===== config.mk =====
export PLATFORM = sky130hd
export DESIGN_NAME = i2c_bus_monitor
export DESIGN_NICKNAME = d
export VERILOG_FILES = /design/src/rtl/i2c_pkg.sv /design/src/rtl/i2c_glitch_filter.sv /design/src/rtl/i2c_bus_monitor.sv
export SDC_FILE = /design/constraint.sdc
export NUM_CORES = 1
export LEC_CHECK = 0
export CAP_MARGIN = 20
export CORE_UTILIZATION = 55
export CTS_CLUSTER_DIAMETER = 40
export DETAILED_ROUTE_END_ITERATION = 7
export PLACE_DENSITY = 0.87
export REMOVE_ABC_BUFFERS = 1
export SYNTH_ARGS = -nofsm -noshare
export SYNTH_HDL_FRONTEND = slang
export SYNTH_SLANG_ARGS = --single-unit

===== constraint.sdc =====
create_clock -name i2c_core_clock_i -period 3.28 [get_ports i2c_core_clock_i]
set_input_delay 0.492 -clock i2c_core_clock_i [delete_from_list [all_inputs] [get_ports i2c_core_clock_i]]
set_output_delay 0.492 -clock i2c_core_clock_i [all_outputs]
set_load 0.05 [all_outputs]

===== src/rtl/i2c_pkg.sv =====
// ============================================================================
// Module      : i2c_pkg
// Description : Shared bus-state encoding and default tuning constants for
//               the I2C bus monitor.
// Revision    : 1.0 - initial release
// ============================================================================
`default_nettype none

package i2c_pkg;

    localparam int unsigned c_SYNC_STAGES = 2;
    localparam int unsigned c_FILTER_LEN  = 4;
    localparam int unsigned c_STRETCH_MIN = 8;

    typedef enum logic [0:0] {
        IDLE = 1'b0,
        BUSY = 1'b1
    } bus_state_t;

endpackage

`default_nettype wire


===== src/rtl/i2c_glitch_filter.sv =====
// ============================================================================
// Module      : i2c_glitch_filter
// Description : Flop synchroniser plus persistence filter for one bus line,
//               with registered edge pulses and their next-cycle look-ahead.
// Revision    : 1.0 - initial release
// ============================================================================
`default_nettype none

module i2c_glitch_filter
    import i2c_pkg::*;
#(
    parameter int unsigned SYNC_STAGES = c_SYNC_STAGES,
    parameter int unsigned FILTER_LEN  = c_FILTER_LEN
) (
    input  logic clk,
    input  logic rst,
    input  logic i_raw,
    output logic o_level,
    output logic o_rise,
    output logic o_fall,
    output logic o_rise_nxt,
    output logic o_fall_nxt
);

    localparam logic [3:0] c_LAST = 4'(FILTER_LEN - 1);

    logic [SYNC_STAGES-1:0] r_sync;
    logic                   r_level;
    logic                   r_rise;
    logic                   r_fall;
    logic [3:0]             r_cnt;

    logic w_sync;
    logic w_diff;
    logic w_hit;

    assign w_sync = r_sync[SYNC_STAGES-1];
    assign w_diff = (w_sync != r_level);
    // Accept the new level on the FILTER_LEN-th consecutive differing cycle.
    assign w_hit  = w_diff && (r_cnt == c_LAST);

    always_ff @(posedge clk) begin
        if (rst) begin
            r_sync  <= '1;
            r_level <= 1'b1;
            r_rise  <= 1'b0;
            r_fall  <= 1'b0;
            r_cnt   <= '0;
        end else begin
            r_sync <= {r_sync[SYNC_STAGES-2:0], i_raw};
            r_rise <= w_hit & w_sync;
            r_fall <= w_hit & ~w_sync;
            if (w_hit) begin
                r_level <= w_sync;
                r_cnt   <= '0;
            end else if (w_diff) begin
                r_cnt <= r_cnt + 4'd1;
            end else begin
                r_cnt <= '0;
            end
        end
    end

    assign o_level    = r_level;
    assign o_rise     = r_rise;
    assign o_fall     = r_fall;
    assign o_rise_nxt = w_hit & w_sync;
    assign o_fall_nxt = w_hit & ~w_sync;

endmodule

`default_nettype wire


===== src/rtl/i2c_bus_monitor.sv =====
// ============================================================================
// Module      : i2c_bus_monitor
// Description : Filters SCL/SDA, detects START/repeated-START/STOP, tracks bus
//               busy state, bit count, slave clock stretch and (optionally,
//               macro I2C_BUS_MONITOR_ARB_LOST_EN) arbitration loss.
// Revision    : 1.0 - initial release
// ============================================================================
`default_nettype none

module i2c_bus_monitor
    import i2c_pkg::*;
#(
    parameter int unsigned SYNC_STAGES = c_SYNC_STAGES,
    parameter int unsigned FILTER_LEN  = c_FILTER_LEN,
    parameter int unsigned STRETCH_MIN = c_STRETCH_MIN
) (
    input  logic       i2c_core_clock_i,
    input  logic       reset_bit_i,
    input  logic       scl_i,
    input  logic       sda_i,
    input  logic       master_scl_oe_i,
    input  logic       master_scl_i,
    input  logic       master_sda_oe_i,
    input  logic       master_sda_i,
    input  logic       arb_clr_i,
    output logic       scl_o,
    output logic       sda_o,
    output logic       scl_rise_o,
    output logic       scl_fall_o,
    output logic       start_det_o,
    output logic       rep_start_det_o,
    output logic       stop_det_o,
    output logic       bus_busy_o,
    output logic [3:0] bit_cnt_o,
    output logic       arb_lost_o,
    output logic       scl_stretch_o
);

    localparam logic [7:0] c_STRETCH_SAT = 8'(STRETCH_MIN);
    localparam logic [3:0] c_BIT_WRAP    = 4'd9;

    logic w_scl_level, w_scl_rise, w_scl_fall, w_scl_rise_nxt, w_scl_fall_nxt;
    logic w_sda_level, w_sda_rise, w_sda_fall, w_sda_rise_nxt, w_sda_fall_nxt;

    i2c_glitch_filter #(.SYNC_STAGES(SYNC_STAGES), .FILTER_LEN(FILTER_LEN)) u_scl_filter (
        .clk        (i2c_core_clock_i),
        .rst        (reset_bit_i),
        .i_raw      (scl_i),
        .o_level    (w_scl_level),
        .o_rise     (w_scl_rise),
        .o_fall     (w_scl_fall),
        .o_rise_nxt (w_scl_rise_nxt),
        .o_fall_nxt (w_scl_fall_nxt)
    );

    i2c_glitch_filter #(.SYNC_STAGES(SYNC_STAGES), .FILTER_LEN(FILTER_LEN)) u_sda_filter (
        .clk        (i2c_core_clock_i),
        .rst        (reset_bit_i),
        .i_raw      (sda_i),
        .o_level    (w_sda_level),
        .o_rise     (w_sda_rise),
        .o_fall     (w_sda_fall),
        .o_rise_nxt (w_sda_rise_nxt),
        .o_fall_nxt (w_sda_fall_nxt)
    );

    // Conditions are evaluated against the filtered values that appear at this
    // edge, so the detection pulses line up with the sda_o transition.
    logic w_scl_held_high;
    logic w_start;
    logic w_stop;
    logic w_sda_edge_unused;

    assign w_scl_held_high   = w_scl_level & ~w_scl_fall_nxt & ~w_scl_rise_nxt;
    assign w_start           = w_sda_fall_nxt & w_scl_held_high;
    assign w_stop            = w_sda_rise_nxt & w_scl_held_high;
    assign w_sda_edge_unused = &{1'b0, w_sda_rise, w_sda_fall};

    bus_state_t r_state;
    logic       r_start;
    logic       r_rep_start;
    logic       r_stop;
    logic [3:0] r_bit_cnt;

    always_ff @(posedge i2c_core_clock_i) begin
        if (reset_bit_i) begin
            r_state     <= IDLE;
            r_start     <= 1'b0;
            r_rep_start <= 1'b0;
            r_stop      <= 1'b0;
            r_bit_cnt   <= '0;
        end else begin
            r_start     <= 1'b0;
            r_rep_start <= 1'b0;
            r_stop      <= 1'b0;
            if (w_start) begin
                r_start     <= (r_state == IDLE);
                r_rep_start <= (r_state == BUSY);
                r_state     <= BUSY;
                r_bit_cnt   <= '0;
            end else if (w_stop) begin
                r_stop    <= 1'b1;
                r_state   <= IDLE;
                r_bit_cnt <= '0;
            end else if (w_scl_rise_nxt && (r_state == BUSY)) begin
                r_bit_cnt <= (r_bit_cnt == c_BIT_WRAP) ? 4'd1 : r_bit_cnt + 4'd1;
            end
        end
    end

    // Stretch: master has released SCL yet the bus keeps it low.
    logic       w_stretch_cond;
    logic [7:0] r_stretch_cnt;

    assign w_stretch_cond = (~master_scl_oe_i | master_scl_i) & ~w_scl_level;

    always_ff @(posedge i2c_core_clock_i) begin
        if (reset_bit_i || !w_stretch_cond) begin
            r_stretch_cnt <= '0;
        end else if (r_stretch_cnt != c_STRETCH_SAT) begin
            r_stretch_cnt <= r_stretch_cnt + 8'd1;
        end
    end

`ifdef I2C_BUS_MONITOR_ARB_LOST_EN
    logic r_arb_lost;

    always_ff @(posedge i2c_core_clock_i) begin
        if (reset_bit_i) begin
            r_arb_lost <= 1'b0;
        end else if (w_scl_rise && master_sda_oe_i && master_sda_i && !w_sda_level) begin
            r_arb_lost <= 1'b1;
        end else if (arb_clr_i) begin
            r_arb_lost <= 1'b0;
        end
    end

    assign arb_lost_o = r_arb_lost;
`else
    logic w_arb_unused;

    assign w_arb_unused = &{1'b0, arb_clr_i, master_sda_oe_i, master_sda_i};
    assign arb_lost_o   = 1'b0;
`endif

    assign scl_o           = w_scl_level;
    assign sda_o           = w_sda_level;
    assign scl_rise_o      = w_scl_rise;
    assign scl_fall_o      = w_scl_fall;
    assign start_det_o     = r_start;
    assign rep_start_det_o = r_rep_start;
    assign stop_det_o      = r_stop;
    assign bus_busy_o      = (r_state == BUSY);
    assign bit_cnt_o       = r_bit_cnt;
    assign scl_stretch_o   = w_stretch_cond & (r_stretch_cnt == c_STRETCH_SAT);

endmodule

`default_nettype wire


==> metrics.cfg, run 1 <==
[floorplanning]
initial_utilization_pct = 60.1
die_h_um = 51.9
core_um2 = 2280
std_cell_rows = 17
io_pins = 23
die_x_um = 51.9
dieArea_um2 = 2690

[sta]
final_max_slew_viol_count = 0
tns_ps = 0
relSlewSlack_pct = 66.6
hold_violations = 0
tightest_slew_ps = 500
period_share_pct = 85.1
setup_viol = 0
max_freq_ghz = 0.358
rsz0062_at_grt = no
fin_worst_skew_ps = 6.84
fin_crit_ps = 2790

[run_status]
status = completed

[synth]
ys.flop_type = dfxtp_1
syn_avg_cell_area_um2 = 9.25
ys_warn_count = 0
async_flop_share_pct = 0
synth_enable_flop_cells = 0
ys_seq_area_share_pct = 46.8
yosysUniqueCellTypes = 41
synthCells = 148
syn_area_um2 = 1370
ys_ff_latch = 32

[layout]
area_delta_synth_final_pct = 18.9
final_layout_size_suffix_gt1_share_pct = 10.1
nNetsFinal = 180
n_antenna_cell = 0
final_common_cell = dfxtp_1
fill_cells = 184
final_cell_mix = 32 x dfxtp_1, 17 x clkdlybuf4s50_1, 14 x nor2_1

[power_and_ir_drop]
p_int_uw = 567
vdd_drop_max_mv = 0.359
clkPwrFrac_pct = 40.0
swShare_pct = 21.3
p_leak_uw = 0.000576
p_comb_share_pct = 4.7
p_seq_share_pct = 55.3
switching_power_uw = 153
power_density_nw_per_um2 = 443
power_uw = 721

[worst_setup_path]
path_max_fanout = 6
critical_path.startpoint = r_stretch_cnt[0]
endpoint = scl_stretch_o
cp-start-kind = register
cp_cell_sequence = inv_1 -> ha_1 -> or4b_2 -> nor4_1 -> dlymetal6s2s_1
critPathKind = reg -> out
r2r-start = r_stretch_cnt[0]
endpoint_kind = primary output
critPathRequiredTime_ps = 2790
worst-r2r-cell-count = 5
slowest_delay_ps = 650
rrSetupSlack_ps = 1470
rr_endpoint = r_stretch_cnt[2]
crit_slowest_cell = or4b_2
arrival_ps = 2300

[route]
num_vias = 1089
antenna_left = 0
drt-initial-drc-count = 18
wl_mm = 2.42
viasPerCell = 5.56
drtPass1Iterations = 4
drc = 0
routedWlPerCell_um = 12.3

[global_route]
antenna_found_initial = 0
grt_pass1_vias = 1007
globalRouteTotalUtil_pct = 21.0
grt_pass1_wl_mm = 4.05
grt_max_degree = 15
grt_overflow_total = 0

[flow_run]
cap_violations = 0

[cts]
root_buffer = clkbuf_4
ctsHtreeMaxLevel = 2
cts_sinks = 32
cts.clk_slew.worst_paths_ps = 100
clockBufferDepth = 2
clk_latency_ps = 330
cts_tree = yes
cts_buffers = 5

[min_path]
hold_path_class = reg -> reg

[placement]
place_hpwl_mm = 1.75
io_buffer_count = 18
gp_congestion = 0.775

metal layers:
layer	global-route usage, %	routed length (µm)	part of all wire [%]
met5	0	0	0
met4	13.5	61	2.5
met3	6.14	101	4.2
met2	34.4	1130	47
met1	23.4	1120	46
repair_timing:
item,CTS,global route
setup buffers,0,0
hold endpoints to repair,0,0
endpoints found under the setup margin,0,1
resized for setup,0,1
hold buffers,0,0
cell families after synthesis:
kind of cell / share of synthesized area (%)
other: 0.274
and+or+nand+nor: 26.9
xor gates and xnor gates: 5.76
DFF: 46.8
AOI/OAI and AO/OA: 10.6
muxes: 0.731
buffers and inverters: 5.30
adders and majority gates: 3.66
Yosys cell counts, types with 4 or more instances:
master    count  area share [%]
a21oi_1       5             1.8
or3_1         5             2.3
nand2_1       4             1.1
a211oi_1      4             2.2
inv_1        10             2.7
o21ai_0       5             1.8
nand3_1       8             2.9
or2_2         4             1.8
xor2_1        6             3.8
dfxtp_1      32              47
ha_1          4             3.7
nor3_1        5             1.8
nor2_1       14             3.8
power by group through the flow:
stage | registers, µW | clock network, µW | logic (µW)
2_1_floorplan | 414 | 0 | 13.0
3_3_place_gp | 407 | 0 | 33.2
3_5_place_dp | 408 | 0 | 34.1
4_1_cts | 399 | 293 | 34.3
5_1_grt | 399 | 315 | 36.5
6_report | 398 | 288 | 34.1
worst min path at each step:
stage | startpoint | endpoint | slack [ps] | depth (start not counted)
after floorplan | u_scl_filter.r_sync[0] | u_scl_filter.r_sync[1] | 390 | 1
after global placement | u_scl_filter.r_sync[0] | u_scl_filter.r_sync[1] | 390 | 1
after detailed placement | u_sda_filter.r_sync[0] | u_sda_filter.r_sync[1] | 400 | 1
after CTS | u_sda_filter.r_sync[0] | u_sda_filter.r_sync[1] | 420 | 1
after global routing | u_sda_filter.r_sync[0] | u_sda_filter.r_sync[1] | 440 | 1
final | u_sda_filter.r_sync[0] | u_sda_filter.r_sync[1] | 420 | 1
through the flow:
step | cells | worst slack, ps | hold WS, ps | area [µm²] | util [%]
2_1_floorplan | 142 | 54.8 | 389 | 1330 | -
3_3_place_gp | 188 | 477 | 393 | 1550 | 68.1
3_5_place_dp | 188 | 439 | 400 | 1550 | 68.1
4_1_cts | 196 | 53.5 | 425 | 1630 | 71.4
5_1_grt | 196 | 307 | 436 | 1630 | 71.5
6_report | 196 | 490 | 421 | 1630 | 71.5
cell type report:
| cell class | count | area, µm² | share of cell area (%) |
|---|---|---|---|
| Tap cell | 28 | 35.0 | 2.15 |
| Clock inverter | 2 | 35.0 | 2.15 |
| Timing Repair Buffer | 18 | 183 | 11.2 |
| Sequential cell | 32 | 641 | 39.4 |
| Inverter | 10 | 37.5 | 2.31 |
| Clock buffer | 6 | 41.3 | 2.54 |
| Multi-Input combinational cell | 100 | 656 | 40.3 |
critical path: cells and delay by family (launching register included):
| kind | cells | cell delay (ps) |
|---|---|---|
| AND/OR/NAND/NOR | 2 | 910 |
| buffers and inverters | 2 | 540 |
| flip-flops | 1 | 370 |
| adder cells (fa/ha/maj) | 1 | 150 |
sequential cells by signal, summed over array words and instances (netlist names):
name                  cells
u_scl_filter.r_cnt        4
u_sda_filter.r_sync       2
stop_det_o                1
u_scl_filter.r_sync       2
rep_start_det_o           1
u_scl_filter.o_level      1
u_scl_filter.o_fall       1
start_det_o               1
bit_cnt_o                 4
u_sda_filter.o_level      1
u_scl_filter.o_rise       1
bus_busy_o                1
r_stretch_cnt             8
u_sda_filter.r_cnt        4
Note: power is estimated with default switching activity, not from simulation.
==> run 2, diff against run 1 <==
--- a/config.mk
+++ b/config.mk
@@ -6,10 +6,11 @@
 export NUM_CORES = 1
 export LEC_CHECK = 0
 export CAP_MARGIN = 20
-export CORE_UTILIZATION = 55
+export CORE_UTILIZATION = 60
 export CTS_CLUSTER_DIAMETER = 40
 export DETAILED_ROUTE_END_ITERATION = 7
-export PLACE_DENSITY = 0.87
+export DONT_BUFFER_PORTS = 1
+export PLACE_DENSITY = 0.81
 export REMOVE_ABC_BUFFERS = 1
 export SYNTH_ARGS = -nofsm -noshare
 export SYNTH_HDL_FRONTEND = slang
==> run 2 against run 1 <==
Largest power group unchanged. Hold slack lost 200 ps. Die area shrank 8.0%. Fmax grew 6.3%.
==> metrics.cfg, run 2 (synthesis results as in run 1) <==
[power_and_ir_drop]
p_seq_share_pct = 62.2
switching_power_uw = 149
p_comb_share_pct = 2.3
vdd_drop_max_mv = 0.393
power_density_nw_per_um2 = 454
p_leak_uw = 0.000487
swShare_pct = 22.8
clkPwrFrac_pct = 35.5
p_int_uw = 505
power_uw = 654

[floorplanning]
core_um2 = 2060
std_cell_rows = 16
initial_utilization_pct = 66.4
die_h_um = 49.8
io_pins = 23
dieArea_um2 = 2480
die_x_um = 49.8

[placement]
placed_cell_area_um2 = 1380
place_worst_setup_slack_ps = 1040
place_hpwl_mm = 1.74
gp_congestion = 0.764
io_buffer_count = 0
place_inst = 170

[cts]
clockBufferDepth = 2
ctsHtreeMaxLevel = 2
cts_sinks = 32
holdBufCountCts = 0
cts_resized = 0
cts_buffers = 5
root_buffer = clkbuf_4
cts_tree = yes
cts_setup_buffers = 0
clk_latency_ps = 340
cts.clk_slew.worst_paths_ps = 90

[sta]
fin_crit_ps = 2620
final_max_slew_viol_count = 0
hold_violations = 0
setup_viol = 0
rsz0062_at_grt = no
tns_ps = 0
max_freq_ghz = 0.381
period_share_pct = 80.0
tightest_slew_ps = 733
fin_worst_skew_ps = 3.04
fin_ws_ps = 656
relSlewSlack_pct = 51.1

[layout]
final_layout_size_suffix_gt1_share_pct = 11.9
n_antenna_cell = 0
largest_register_ffs = 8
nNetsFinal = 163
final_common_cell = dfxtp_1
fill_cells = 168
final_cell_mix = 32 x dfxtp_1, 14 x nor2_1, 10 x inv_1
final_cells = 178
fin_area_um2 = 1440
regMostFlops = r_stretch_cnt
area_delta_synth_final_pct = 5.21

[worst_setup_path]
critPathRequiredTime_ps = 2790
critPathKind = reg -> out
endpoint_kind = primary output
path_max_fanout = 6
cp-start-kind = register
arrival_ps = 2130

[global_route]
grt_overflow_total = 0
globalRouteTotalUtil_pct = 23.9
grt_pass1_wl_mm = 4.26
grt_pass1_vias = 1010
grt_max_degree = 15
antenna_found_initial = 0

[route]
drt-initial-drc-count = 11
num_vias = 1032
routedWlPerCell_um = 13.8
viasPerCell = 5.80
antenna_left = 0
wl_mm = 2.45
drtPass1Iterations = 4
drc = 0

[flow_run]
cap_violations = 0

[run_status]
status = completed

[min_path]
hold_path_class = in -> reg

-- run 2: cell count changes in the layout (fill, tap and decap cells not counted) --
cell and change:
buf_4 +1, bufinv_16 -1, clkbuf_1 +1, clkbuf_8 +1
clkdlybuf4s50_1 -17, clkinv_2 -1, dlymetal6s2s_1 -1, nor4_1 -1
nor4_2 +1
-- run 2: critical path, stage by stage, from the launching register on --
cell     delay, ps
dfxtp_1        370
inv_1          100
ha_1           160
or4b_2         650
nor4_2         270
buf_4          240
-- run 2: per-stage QoR --
stage | utilization, % | hold slack (ps)
6_report | 69.8 | 221
3_5_place_dp | 67.0 | 420
5_1_grt | 69.8 | 203
3_3_place_gp | 67.0 | 395
4_1_cts | 69.8 | 205
2_1_floorplan | - | 389
-- run 2: power groups by stage --
stage | logic [µW] | clock network [µW] | registers [µW]
after floorplan | 13.0 | 0 | 414
after global placement | 14.7 | 0 | 415
after detailed placement | 15.0 | 0 | 415
after CTS | 15.3 | 240 | 406
after global routing | 17.2 | 254 | 407
final | 15.3 | 232 | 406
-- run 2: path summary, 6_finish.rpt --
kind | start | cells past startpoint | slack, ps | endpoint
worst min register to register | u_sda_filter.r_sync[0] | 1 | 440 | u_sda_filter.r_sync[1]
worst max-delay path | r_stretch_cnt[0] | 5 | 660 | scl_stretch_o
worst max register to register | r_stretch_cnt[0] | 5 | 1420 | r_stretch_cnt[7]
worst min-delay path | reset_bit_i | 1 | 220 | u_scl_filter.o_fall
-- run 2: area by class of cell --
| class | count | area [µm²] | share of cell area [%] |
|---|---|---|---|
| Multi-Input combinational cell | 100 | 662 | 46.0 |
| Sequential cell | 32 | 641 | 44.5 |
| Clock buffer | 8 | 58.8 | 4.08 |
| Inverter | 10 | 37.5 | 2.61 |
| Tap cell | 27 | 33.8 | 2.35 |
| Timing Repair Buffer | 1 | 7.51 | 0.521 |
-- run 2: metal layers --
metal	share of wire [%]	wire (µm)	track usage (%)	vias to the layer above
met5	0	0	0	-
met1	44	1090	25.1	477
met4	3.0	74	16.7	0
met3	4.5	111	7.72	9
li1	-	-	-	522
met2	48	1180	40.1	24
==> run 3, diff against run 2 <==
==> constraint.sdc (replaced) <==
create_clock -name i2c_core_clock_i -period 2.6 [get_ports i2c_core_clock_i]
set_input_delay 0.39 -clock i2c_core_clock_i [delete_from_list [all_inputs] [get_ports i2c_core_clock_i]]
set_output_delay 0.39 -clock i2c_core_clock_i [all_outputs]
set_load 0.05 [all_outputs]
==> run 3 against run 2 <==
Flip-flop and latch count unchanged. Die area unchanged. First-iteration DRC count up 150%. Final area up 2.8%. Critical endpoint unchanged. Critical path type unchanged. Via count about the same. Wire length down 6.7%. Global-route usage down 1.4 points. Sequential power up 23%.
==> metrics.cfg, run 3 (synthesis results as in run 1) <==
[run_status]
status = completed

[route]
drt-initial-drc-count = 27
routedWlPerCell_um = 12.6
drtPass1Iterations = 4
antenna_left = 0
drc = 0
viasPerCell = 5.71
wl_mm = 2.29
num_vias = 1033

[layout]
n_antenna_cell = 0
final_util_pct = 71.8
area_delta_synth_final_pct = 8.14
fill_cells = 157
final_cells = 181
final_cell_mix = 32 x dfxtp_1, 14 x nor2_1, 10 x inv_1
largest_register_ffs = 8
nNetsFinal = 166
multi_input_area_um2 = 662
seqCellArea_um2 = 641
fin_area_um2 = 1480
final_layout_size_suffix_gt1_share_pct = 14.3
regMostFlops = r_stretch_cnt
final_common_cell = dfxtp_1

[global_route]
antenna_found_initial = 0
grt_pass1_vias = 954
globalRouteTotalUtil_pct = 22.6
grt_pass1_wl_mm = 4.14
grt_max_degree = 15
grt_overflow_total = 0

[sta]
fin_worst_skew_ps = 2.77
rsz0062_at_grt = no
relSlewSlack_pct = 51.1
hold_violations = 0
tightest_slew_ps = 732
period_share_pct = 95.6
final_max_slew_viol_count = 0
tns_ps = 0
fin_crit_ps = 2490
max_freq_ghz = 0.402
setup_viol = 0

[cts]
cts_resized = 0
clockBufferDepth = 2
cts_sinks = 32
cts_setup_buffers = 0
ctsHtreeMaxLevel = 2
clk_latency_ps = 330
holdBufCountCts = 0
cts_buffers = 5
cts_tree = yes
root_buffer = clkbuf_4
cts.clk_slew.worst_paths_ps = 90

[worst_setup_path]
cp-start-kind = register
critPathRequiredTime_ps = 2210
endpoint_kind = primary output
crit_buf_inv = 2
cp_top_family = simple AND/OR/NAND/NOR gates
cp_cell_sequence = inv_1 -> ha_1 -> or4b_2 -> nor4_2 -> buf_4
slowest_delay_ps = 650
path_max_fanout = 6
arrival_ps = 2100
critPathKind = reg -> out
crit_slowest_cell = or4b_2

[floorplanning]
std_cell_rows = 16
initial_utilization_pct = 66.4
die_x_um = 49.8
dieArea_um2 = 2480
die_h_um = 49.8
io_pins = 23
core_um2 = 2060

[power_and_ir_drop]
p_leak_uw = 0.000512
power_density_nw_per_um2 = 608
swShare_pct = 21.3
vdd_drop_max_mv = 0.535
clkPwrFrac_pct = 40.5
p_seq_share_pct = 55.7
p_int_uw = 708
p_comb_share_pct = 3.8
switching_power_uw = 191
power_uw = 900

[placement]
io_buffer_count = 0
gp_congestion = 0.827
place_inst = 173
place_hpwl_mm = 1.67
placed_cell_area_um2 = 1400

[flow_run]
cap_violations = 0

[min_path]
hold_path_class = in -> reg

-- run 3: area by class of cell --
class                           count  area share, %
Clock buffer                        6           2.79
Inverter                           10           2.54
Sequential cell                    32           43.3
Clock inverter                      2           2.37
Timing Repair Buffer                4           2.03
Multi-Input combinational cell    100           44.7
Tap cell                           27           2.28
-- run 3: path summary, 6_finish.rpt --
check                                            start                      to  slack, ps  cells past startpoint
worst min-delay path                       reset_bit_i     u_scl_filter.o_fall        120                      1
worst max-delay path                  r_stretch_cnt[0]           scl_stretch_o        110                      5
worst max register to register        r_stretch_cnt[0]        r_stretch_cnt[2]        790                      5
worst min register to register  u_sda_filter.r_sync[0]  u_sda_filter.r_sync[1]        420                      1
-- run 3: metrics by stage --
stage / worst slack, ps / hold slack, ps
6_report: 113 / 121
5_1_grt: 26.6 / 96.4
4_1_cts: 103 / 114
3_5_place_dp: 479 / 398
3_3_place_gp: 506 / 395
2_1_floorplan: -523 / 389
-- run 3: power by group through the flow --
stage / combinational [µW] / clock [µW] / sequential, µW
final: 34.1 / 365 / 501
after floorplan: 16.4 / 0 / 522
after global placement: 33.9 / 0 / 512
after CTS: 34.5 / 371 / 501
after global routing: 37.0 / 394 / 502
after detailed placement: 34.4 / 0 / 512
-- run 3: layer usage --
metal | wire length (µm) | part of all wire (%) | global-route usage, % | up-vias
met3 | 117 | 5.1 | 10.8 | 3
met1 | 1040 | 45 | 25.7 | 483
li1 | - | - | - | 528
met2 | 1100 | 48 | 35.8 | 19
met5 | 0 | 0 | 0 | -
met4 | 33 | 1.4 | 9.52 | 0
